<file path="config.mk">
export PLATFORM = sky130hd
export DESIGN_NAME = slow_tick_ctrl
export DESIGN_NICKNAME = d
export VERILOG_FILES = /design/src/rtl/slow_tick_ctrl.sv
export SDC_FILE = /design/constraint.sdc
export NUM_CORES = 1
export LEC_CHECK = 0
export CAP_MARGIN = 20
export CORE_ASPECT_RATIO = 1.5
export CORE_UTILIZATION = 28
export CTS_CLUSTER_SIZE = 28
export DETAILED_ROUTE_END_ITERATION = 10
export SETUP_SLACK_MARGIN = 0.15
export SLEW_MARGIN = 20
export SYNTH_ARGS = -nofsm -noshare
export SYNTH_HDL_FRONTEND = slang
export SYNTH_SLANG_ARGS = --single-unit
</file>
<file path="constraint.sdc">
create_clock -name CLK -period 7.1 [get_ports CLK]
set_input_delay 2.13 -clock CLK [delete_from_list [all_inputs] [get_ports CLK]]
set_output_delay 2.13 -clock CLK [all_outputs]
set_load 0.05 [all_outputs]
</file>
<file path="src/rtl/slow_tick_ctrl.sv">
// slow_tick_ctrl: run-time configurable slow-clock generator.
// Derives a glitch-free 50% SLOWCLK and a one-cycle TICK enable from CLK
// at 1, 2, 10 or 100 Hz. Rate changes use a REQ/ACK handshake and are only
// applied on a half-period boundary, so SLOWCLK never produces a short pulse.
module slow_tick_ctrl #(
    parameter int CLK_HZ = 100_000_000,  // must be a multiple of 200
    parameter int CNT_W  = 27            // must hold CLK_HZ/2 - 1
) (
    input  logic       CLK,
    input  logic       RESETN,
    input  logic       EN,
    input  logic [1:0] RATE_SEL,
    input  logic       CFG_REQ,
    output logic       CFG_ACK,
    output logic       SLOWCLK,
    output logic       TICK,
    output logic [7:0] TICK_CNT
);

    // Rate encodings: 00 = 1 Hz, 01 = 2 Hz, 10 = 10 Hz, 11 = 100 Hz.
    localparam logic [1:0] RATE_RESET = 2'b10;

    // Half-period terminal counts (HALF - 1) for each rate.
    localparam logic [CNT_W-1:0] HALF_M1_1HZ   = CNT_W'(CLK_HZ / 2 - 1);
    localparam logic [CNT_W-1:0] HALF_M1_2HZ   = CNT_W'(CLK_HZ / 4 - 1);
    localparam logic [CNT_W-1:0] HALF_M1_10HZ  = CNT_W'(CLK_HZ / 20 - 1);
    localparam logic [CNT_W-1:0] HALF_M1_100HZ = CNT_W'(CLK_HZ / 200 - 1);

    typedef enum logic [1:0] {
        S_IDLE = 2'd0,
        S_RUN  = 2'd1,
        S_PEND = 2'd2
    } state_t;

    state_t           r_state;
    logic [1:0]       r_rate;       // active rate
    logic [1:0]       r_pend_sel;   // latched requested rate while pending
    logic [CNT_W-1:0] r_cnt;        // position within the current half period
    logic             r_slowclk;
    logic             r_tick;
    logic [7:0]       r_tick_cnt;
    logic             r_ack_due;    // rate applied, ACK goes out next cycle
    logic             r_ack;

    logic [CNT_W-1:0] w_half_m1;
    logic             w_boundary;
    logic             w_accept;

    // Terminal count for the active rate.
    always_comb begin
        w_half_m1 = HALF_M1_10HZ;
        case (r_rate)
            2'b00:   w_half_m1 = HALF_M1_1HZ;
            2'b01:   w_half_m1 = HALF_M1_2HZ;
            2'b10:   w_half_m1 = HALF_M1_10HZ;
            default: w_half_m1 = HALF_M1_100HZ;
        endcase
    end

    assign w_boundary = (r_cnt == w_half_m1);

    // A request is refused while its ACK is due or being shown, so a request
    // that is still held during the handshake is not taken a second time.
    assign w_accept = CFG_REQ && !r_ack_due && !r_ack;

    // Controller FSM, half-period counter and registered outputs.
    // NOTE: all state here uses <= so every branch reads the values from
    // before this edge; mixing in = would make results depend on statement order.
    always_ff @(posedge CLK or negedge RESETN) begin
        if (!RESETN) begin
            r_state    <= S_IDLE;
            r_rate     <= RATE_RESET;
            r_pend_sel <= RATE_RESET;
            r_cnt      <= '0;
            r_slowclk  <= 1'b0;
            r_tick     <= 1'b0;
            r_tick_cnt <= 8'd0;
            r_ack_due  <= 1'b0;
            r_ack      <= 1'b0;
        end else begin
            // NOTE: pulse outputs default low here and are only raised by the
            // branches below, so each pulse lasts exactly one cycle.
            r_tick    <= 1'b0;
            r_ack     <= r_ack_due;
            r_ack_due <= 1'b0;

            if (!EN) begin
                // Disable wins over everything, including a coincident boundary.
                r_state   <= S_IDLE;
                r_cnt     <= '0;
                r_slowclk <= 1'b0;
                if (r_state == S_PEND) begin
                    r_rate    <= r_pend_sel;
                    r_ack_due <= 1'b1;
                end else if (r_state == S_IDLE && w_accept) begin
                    r_rate    <= RATE_SEL;
                    r_ack_due <= 1'b1;
                end
            end else if (r_state == S_IDLE) begin
                r_state    <= S_RUN;
                r_cnt      <= '0;
                r_slowclk  <= 1'b0;
                r_tick_cnt <= 8'd0;
            end else begin
                if (w_boundary) begin
                    r_cnt     <= '0;
                    r_slowclk <= ~r_slowclk;
                    r_tick    <= ~r_slowclk;
                    if (r_state == S_PEND) begin
                        // New rate starts cleanly at a half-period boundary.
                        r_rate     <= r_pend_sel;
                        r_state    <= S_RUN;
                        r_ack_due  <= 1'b1;
                        r_tick_cnt <= {7'd0, ~r_slowclk};
                    end else if (!r_slowclk) begin
                        r_tick_cnt <= r_tick_cnt + 8'd1;
                    end
                end else begin
                    r_cnt <= r_cnt + 1'b1;
                end

                // A request taken on a boundary edge waits for the next boundary.
                if (r_state == S_RUN && w_accept) begin
                    r_state    <= S_PEND;
                    r_pend_sel <= RATE_SEL;
                end
            end
        end
    end

    assign CFG_ACK  = r_ack;
    assign SLOWCLK  = r_slowclk;
    assign TICK     = r_tick;
    assign TICK_CNT = r_tick_cnt;

endmodule
</file>
# Word level (Yosys, flattened, before mapping)
# Cells that the tools add are included.
dict set report word_totals {
  regBits 45
  output_inout_bits 11
  elab_cells 70
  input_bits 6
}
dict set report classes {
  n_reduce_logical 14
  n_eq_ne 12
  n_mux 31
  n_addsub 2
  bitwise_logic 2
}
# cell n
set op_table {}
lappend op_table {{two-way mux 27 bit} 3}
lappend op_table {{case mux 26 bit (3 select lines)} 1}
lappend op_table {{two-way mux 8 bit} 4}
lappend op_table {{adder 27 x 1 -> 27 bit, second input constant} 1}
lappend op_table {{== test 27 bit} 1}
lappend op_table {{two-way mux 2 bit} 11}
lappend op_table {{two-way mux 1 bit} 12}
lappend op_table {{adder 8 x 1 -> 8 bit, second input constant} 1}
lappend op_table {{inequality test 4 x 1 -> 1 bit, second input constant} 2}
lappend op_table {{inequality test 3 x 1 -> 1 bit, second input constant} 2}
lappend op_table {{AND reduction 3 bit} 2}
lappend op_table {{== test 2 x 1 -> 1 bit, second input constant} 2}
lappend op_table {{== test 2 bit, second input constant} 2}
lappend op_table {{logical AND 1 bit} 4}
lappend op_table {{zero test 2 bit} 2}
lappend op_table {{inequality test 2 x 1 -> 1 bit, second input constant} 2}
lappend op_table {{AND reduction 4 bit} 1}
lappend op_table {{nonzero test 2 bit} 2}
lappend op_table {{zero test 1 bit} 2}
lappend op_table {{inequality test 2 bit, second input constant} 1}
lappend op_table {{NOT 1 bit} 2}
lappend op_table {{AND reduction 2 bit} 1}

# Longest topological paths before layout
# Gate-level depths: netlist of run 1.
dict set report logic_depth {
  ltp_word 7
  mapped_depth 10
  ltp_nobuf 8
}

# Least setup slack after synthesis of run 1
# Ideal clock, no wire load.
dict set report synth_path {
  path_kind {input to register}
  from {input EN}
  to {register r_tick_cnt[5], in the netlist TICK_CNT[5]}
  required_time_ns 6.982
  arrival_time_ns 3.121
  slack_ns 3.861
  cell_stages 5
  n_path_buf 2
  setup_time_ns 0.118
  cell_sequence {clkbuf_1 nand2_1 clkbuf_1 a221o_1 a21o_1}
}
dict set report synth_between {
  elab_chain_cells 1
}
# item line
set synth_rtl {}
lappend synth_rtl {{from (decl)} 11} ;# input logic EN,
lappend synth_rtl {{AND reduction 3 bit (no source line)} n/a}
lappend synth_rtl {{to (signal assigned)} 114} ;# r_tick_cnt <= {7'd0, ~r_slowclk};
lappend synth_rtl {{to (signal assigned)} 116} ;# r_tick_cnt <= r_tick_cnt + 8'd1;
lappend synth_rtl {{to (decl)} 41} ;# logic [7:0] r_tick_cnt;
# No other way between the ends.
# A chain may end at the register's enable or synchronous reset.

# Worst setup path after layout of run 1
dict set report layout_path {
  from {register r_slowclk, in the netlist SLOWCLK}
  to {output SLOWCLK}
}
# item line
set layout_lines {}
lappend layout_lines {{from (decl)} 39} ;# logic r_slowclk;
lappend layout_lines {{from (signal assigned)} 107} ;# r_slowclk <= ~r_slowclk;
lappend layout_lines {{to (decl)} 15} ;# output logic SLOWCLK,
# No word-level cell between the ends.

==> results of run 1 <==
==> worst register-to-register path: stages (launching register included) <==
cell and delay (ns):
dfstp_2 0.56, inv_1 0.09, ha_1 0.34, and3b_1 0.22, a21oi_1 0.05, a211oi_2 0.63, nand3_4 0.27, or2b_1 0.83
nor2_1 0.14
==> sequential cells by signal, summed over array words and instances (netlist names) <==
name,cells
TICK,1
CFG_ACK,1
TICK_CNT,8
r_pend_sel,2
r_rate,2
r_state,2
r_ack_due,1
r_cnt,27
SLOWCLK,1
==> through the flow <==
step / utilization [%] / cell area [µm²] / std cells / hold WS (ns)
CTS: 33.5 / 2980 / 384 / 0.383
global placement: 31.6 / 2810 / 376 / 0.370
global route: 33.6 / 2980 / 384 / 0.393
floorplan: - / 2580 / 261 / 0.355
finish: 33.6 / 2980 / 384 / 0.379
detailed placement: 31.6 / 2810 / 376 / 0.364
==> report_power, final <==
part           total, mW  switching, mW  leakage, nW  internal [mW]
combinational      0.123         0.0715        0.563         0.0519
clock              0.269         0.0932       0.0841          0.176
sequential         0.294         0.0197        0.613          0.274
total              0.687          0.184         1.26          0.502
==> cell type report <==
| cell class | instances | area share, % |
|---|---|---|
| Multi-Input combinational cell | 196 | 45.3 |
| Sequential cell | 45 | 37.9 |
| Timing Repair Buffer | 16 | 5.29 |
| Clock buffer | 7 | 4.78 |
| Tap cell | 110 | 4.62 |
| Inverter | 9 | 1.13 |
| Clock inverter | 1 | 1.01 |
==> cell families (layout without fill, tap and decap cells) <==
| kind of cell | Yosys count | after routing | share of synthesized area [%] |
|---|---|---|---|
| AND/OR/NAND/NOR | 118 | 118 | 24.6 |
| AO/OA/AOI/OAI | 30 | 30 | 9.96 |
| XOR/XNOR | 33 | 33 | 11.2 |
| buffers and inverters | 20 | 33 | 3.74 |
| flip-flops | 45 | 45 | 43.8 |
| adder cells (fa/ha/maj) | 8 | 8 | 3.89 |
| multiplexers | 7 | 7 | 2.82 |
==> cell usage after synthesis, types with 2 or more instances <==
library cell,n,area (µm²)
clkbuf_1,6,22.5
nor3_1,5,25.0
a21o_1,6,45.0
nor2_1,37,139
o22ai_1,2,12.5
nand2_1,12,45.0
xor2_1,18,158
buf_6,2,22.5
dfrtp_1,43,1080
inv_1,9,33.8
and4_1,4,35.0
nor4b_1,4,35.0
and3_1,13,81.3
buf_2,2,10.0
nor4_1,2,12.5
a21oi_1,5,25.0
and2_1,2,12.5
o21ai_0,4,20.0
xnor2_1,15,131
ha_1,8,100
a221o_1,6,60.1
mux2_2,2,22.5
dfstp_2,2,52.6
nand2b_1,3,18.8
nand3_1,16,80.1
mux2i_1,5,50.1
nand4_1,11,68.8
==> metal layers <==
metal / GRT usage, % / vias up / part of all wire, %
met1: 13.9 / 971 / 41
met4: 3.46 / 0 / 1.1
met2: 22.4 / 29 / 55
li1: - / 941 / -
met3: 2.84 / 5 / 2.5
met5: 0 / - / 0
==> final timing paths <==
path                                             end  depth (start not counted)  slack [ns]
max in group asynchronous  r_pend_sel[0]$_DFFE_PN0P_                          1        4.85
hold / removal                     CFG_ACK$_DFF_PN0_                          0        0.38
setup / recovery                             SLOWCLK                          1        3.35
min in group asynchronous    TICK_CNT[6]$_DFFE_PN0P_                          1        1.85
setup reg to reg                 r_cnt[23]$_DFF_PN0_                          8        3.81
hold reg to reg                    CFG_ACK$_DFF_PN0_                          0        0.38
==> cell usage in the layout, fill, tap and decap left out, drive strengths merged, types with 3 or more instances in the layout <==
cell,Yosys,routed
dfrtp,43,43
nor2,37,37
xor2,18,18
nand3,17,17
xnor2,15,15
clkdlybuf4s50,0,15
and3,14,14
nand2,12,12
nand4,11,11
inv,9,9
ha,8,8
clkbuf,6,7
a221o,6,6
a21o,6,6
nor3,5,5
a21oi,5,5
mux2i,5,5
o21ai,4,4
nor4b,4,4
and4,4,4
nand2b,3,3
==> summary.txt, run 1 <==
Status
  • Status: complete, no violations

Setup path
  • Crit-path max cell delay: 0.85 ns
  • Worst r2r src: r_rate[1]$_DFFE_PN1P_
  • Crit-path cells: clkdlybuf4s50_1
  • Critical Path RT: 4.97 ns
  • Slowest-stage cell, CP: clkdlybuf4s50_1
  • Critical path class: flip-flop to primary output
  • Crit. End Element: primary output
  • Buf+Inv Stages, Crit Path: 1
  • CP Max Fanout: 7
  • Startpoint Class: flip-flop
  • Worst setup startpoint: SLOWCLK$_DFFE_PN0P_
  • Critical path arrival: around 1.6 ns
  • Worst path top cell family by delay: buffers and inverters

Synthesis
  • Yosys reg bits: between 40 and 50
  • Post-synth EDFFs: 0
  • Synth Instances: 261
  • Syn nets: 275
  • Synth Area per Inst: 9.87 µm²
  • Cell area after synthesis: 0.00258 mm²
  • Syn. warnings: 0
  • Main synth FF type: dfrtp_1
  • Sequential share of the synthesized area: 43.8%
  • Synth unique cells: 44
  • Async S/R FF share, synth: 100%

Global routing
  • Largest net degree at the start of global routing: 46
  • Total gr overflow: 0
  • Initial antenna violation count: 0
  • GRT Resource Usage Total: between 10% and 20%
  • First-pass GRT wire length: 9350 µm
  • Vias in the first global route: 2017

Finish
  • Fill count: 891
  • Layout cell share with drive strength beyond 1: 6.57%
  • Diodes inserted: 0
  • Area growth syn-to-layout: 15.7%
  • Fin nets: between 200 and 300
  • Area of the multi-input gates: ~0.0014 mm²
  • Sequential Area: 0.00113 mm²

Route
  • Wirelength per Cell: 13.9 µm
  • Via count: 1946
  • Post-route ant nets: 0
  • Via-to-Cell Ratio: 5.07
  • Post-Route WL: 5320 µm
  • First-pass iteration count of the detailed router: 4
  • Drt initial violations: between 100 and 150
  • Residual DRC count: 0

Power and ir drop
  • Worst vdd ir: roughly 0.11 mV
  • Post-layout power: approximately 0.69 mW
  • LEAKAGE: roughly 1.3 nW
  • Power Density: 230 mW/mm²

Placement
  • Dpl ws: 3.13 ns
  • # port buffers: 16
  • DP Wirelength: 3740 µm
  • Placer Congestion: 0.752

Job
  • MaxCap Viol Count: 0

Clocking
  • H-tree levels: 2
  • Clock slew at reported path FFs: 0.06 ns
  • Post-CTS resize count: 0
  • Root Buffer: clkbuf_16
  • Hold bufs inserted after CTS: 0
  • CTS max path bufs: 2
  • Post-CTS Setup Bufs: 0
  • CTS tree: yes
  • Clock Latency Late Sink: about 0.28 ns
  • CTS Buf Count: 5
  • CTS Sinks: 45

Timing
  • Final Hold Viols: 0
  • Worst Skew: 0.0102 ns
  • Worst-Margin Slew: 0.913 ns
  • Slew HR: between 30% and 40%
  • Total negative slack: 0 ns
  • FMAX: 267 MHz
  • Final worst slack: 3.35 ns
  • Crit path time final: 3.75 ns
  • Slew Limit Fails: 0
  • Crit share post-route: a little over half
  • Setup Viol. Count Final: 0
  • RSZ-0062 raised after global routing: false

Hold path
  • Hold_sp: r_ack_due$_DFF_PN0_
  • Worst Hold Class: flip-flop to flip-flop

Floorplan
  • Area of the core: roughly 0.0089 mm²
  • Starting Density: 29.0%
  • Height of the chip: 119 µm
  • Die area: 0.00960 mm²
  • I/O pin count: 17
  • Die Width: 80.3 µm
  • Rows: 42
(Power assumes the default switching activity.)
==> run 2: changes to the inputs <==
- clock period: 7.1 -> 3.4 ns (I/O delays scaled with it)
==> summary.txt, run 2 (same netlist as run 1, synthesis figures left out) <==
Setup path
  • Crit. End Element: flip-flop
  • Critical Path RT: 3.62 ns
  • R2R setup slack: approximately 0.53 ns
  • CP Max Fanout: 10
  • Critical path class: flip-flop to flip-flop
  • Startpoint Class: flip-flop
  • Critical path arrival: 3.09 ns

Finish
  • Fill count: between 900 and 1k
  • Diodes inserted: 0
  • Utilization of the core after routing: between 30% and 40%
  • Most frequent cells in the layout: 43 x dfrtp_1, 37 x nor2_1, 18 x xor2_1
  • Biggest register: r_cnt
  • Commonest non-fill, non-tap cell in the layout: dfrtp_1
  • Fin nets: 290
  • Layout cell share with drive strength beyond 1: 7.58%
  • Area growth syn-to-layout: 16.3%
  • Largest register FFs: 27

Clocking
  • Hold bufs inserted after CTS: 0
  • CTS Buf Count: 5
  • CTS max path bufs: 2
  • Clock Latency Late Sink: ~0.28 ns
  • CTS tree: yes
  • Root Buffer: clkbuf_16
  • Post-CTS resize count: 0
  • H-tree levels: 2
  • Clock slew at reported path FFs: 0.07 ns
  • CTS Sinks: 45
  • Post-CTS Setup Bufs: 0

Status
  • Status: complete, no violations

Power and ir drop
  • Seq pwr share: roughly 43%
  • Internal: roughly 1.0 mW
  • Sw Pwr: between 0.3 and 0.4 mW
  • Clock share of power: between 30% and 40%
  • Power Density: 476 mW/mm²
  • Sw Ratio: around 28%
  • Logic pwr share: 18.5%
  • Worst vdd ir: around 0.21 mV
  • LEAKAGE: 1.27 nW

Floorplan
  • Starting Density: 29.0%
  • I/O pin count: 17
  • Height of the chip: 119 µm
  • Area of the core: 0.00888 mm²
  • Rows: 42
  • Die area: ~0.0096 mm²
  • Die Width: around 80 µm

Timing
  • Final Hold Viols: 0
  • Slew HR: 60.9%
  • Total negative slack: 0 ns
  • Worst-Margin Slew: ~0.59 ns
  • Crit path time final: between 2 and 3 ns
  • Slew Limit Fails: 0
  • Crit share post-route: 84.4%
  • Final worst slack: about 0.53 ns
  • Worst Skew: 0.00588 ns
  • RSZ-0062 raised after global routing: false
  • Setup Viol. Count Final: 0
  • FMAX: 349 MHz

Global routing
  • First-pass GRT wire length: 9620 µm
  • Initial antenna violation count: 0
  • Vias in the first global route: 2077
  • Total gr overflow: 0
  • GRT Resource Usage Total: 12.6%
  • Largest net degree at the start of global routing: 46

Route
  • Post-route ant nets: 0
  • Wirelength per Cell: approximately 14 µm
  • Post-Route WL: 5340 µm
  • Drt initial violations: 89
  • First-pass iteration count of the detailed router: 4
  • Via-to-Cell Ratio: 5.04
  • Residual DRC count: 0
  • Via count: 1951

Placement
  • # port buffers: 16
  • DP Wirelength: 3780 µm
  • Dpl ws: roughly 0.53 ns
  • Placer Congestion: 0.808

Hold path
  • Worst Hold Class: flip-flop to flip-flop

Job
  • MaxCap Viol Count: 0
[run 2: cell type report]
class / count / area [µm²] / share of cell area [%]
Tap cell: 110 / 138 / 4.59
Clock inverter: 2 / 35.0 / 1.17
Inverter: 9 / 33.8 / 1.13
Clock buffer: 6 / 129 / 4.30
Timing Repair Buffer: 19 / 180 / 6.02
Sequential cell: 45 / 1130 / 37.7
Multi-Input combinational cell: 196 / 1350 / 45.1
[run 2: worst paths after layout]
kind / startpoint / end / cells after the start
max: r_rate[1]$_DFFE_PN1P_ / TICK_CNT[5]$_DFFE_PN0P_ / 7
min: r_ack_due$_DFF_PN0_ / CFG_ACK$_DFF_PN0_ / 0
max reg2reg: r_rate[1]$_DFFE_PN1P_ / TICK_CNT[5]$_DFFE_PN0P_ / 7
min reg2reg: r_ack_due$_DFF_PN0_ / CFG_ACK$_DFF_PN0_ / 0
max in group asynchronous: RESETN / r_cnt[18]$_DFF_PN0_ / 1
min in group asynchronous: RESETN / TICK_CNT[5]$_DFFE_PN0P_ / 1
[run 2: power by group through the flow]
| stage | clock (mW) | combinational, mW | sequential (mW) |
|---|---|---|---|
| finish | 0.548 | 0.264 | 0.612 |
| global route | 0.582 | 0.296 | 0.617 |
| CTS | 0.560 | 0.267 | 0.612 |
| detailed placement | 0 | 0.264 | 0.622 |
| global placement | 0 | 0.262 | 0.617 |
| floorplan | 0 | 0.195 | 0.621 |
[run 2: metrics by stage]
step	hold WS [ns]	power, mW	instance area [µm²]	std cells
final	0.383	1.42	3000	387
after global routing	0.392	1.50	3000	387
after CTS	0.391	1.44	2990	387
after detailed placement	0.372	0.886	2830	379
after global placement	0.382	0.880	2830	379
after floorplan	0.355	0.815	2580	261
[run 2: metal layers]
metal	vias to the layer above	wire, µm	track usage [%]
met5	-	0	0
met4	0	72	3.68
met3	7	111	2.30
met2	24	2930	22.7
met1	968	2220	14.9
li1	952	-	-
[run 2: critical path: stages, from the launching register on]
cell,delay [ns]
dfstp_2,0.56
inv_1,0.09
ha_1,0.22
or4_4,0.50
a221oi_4,0.52
nand4_1,0.39
nor4b_1,0.40
a21o_1,0.12
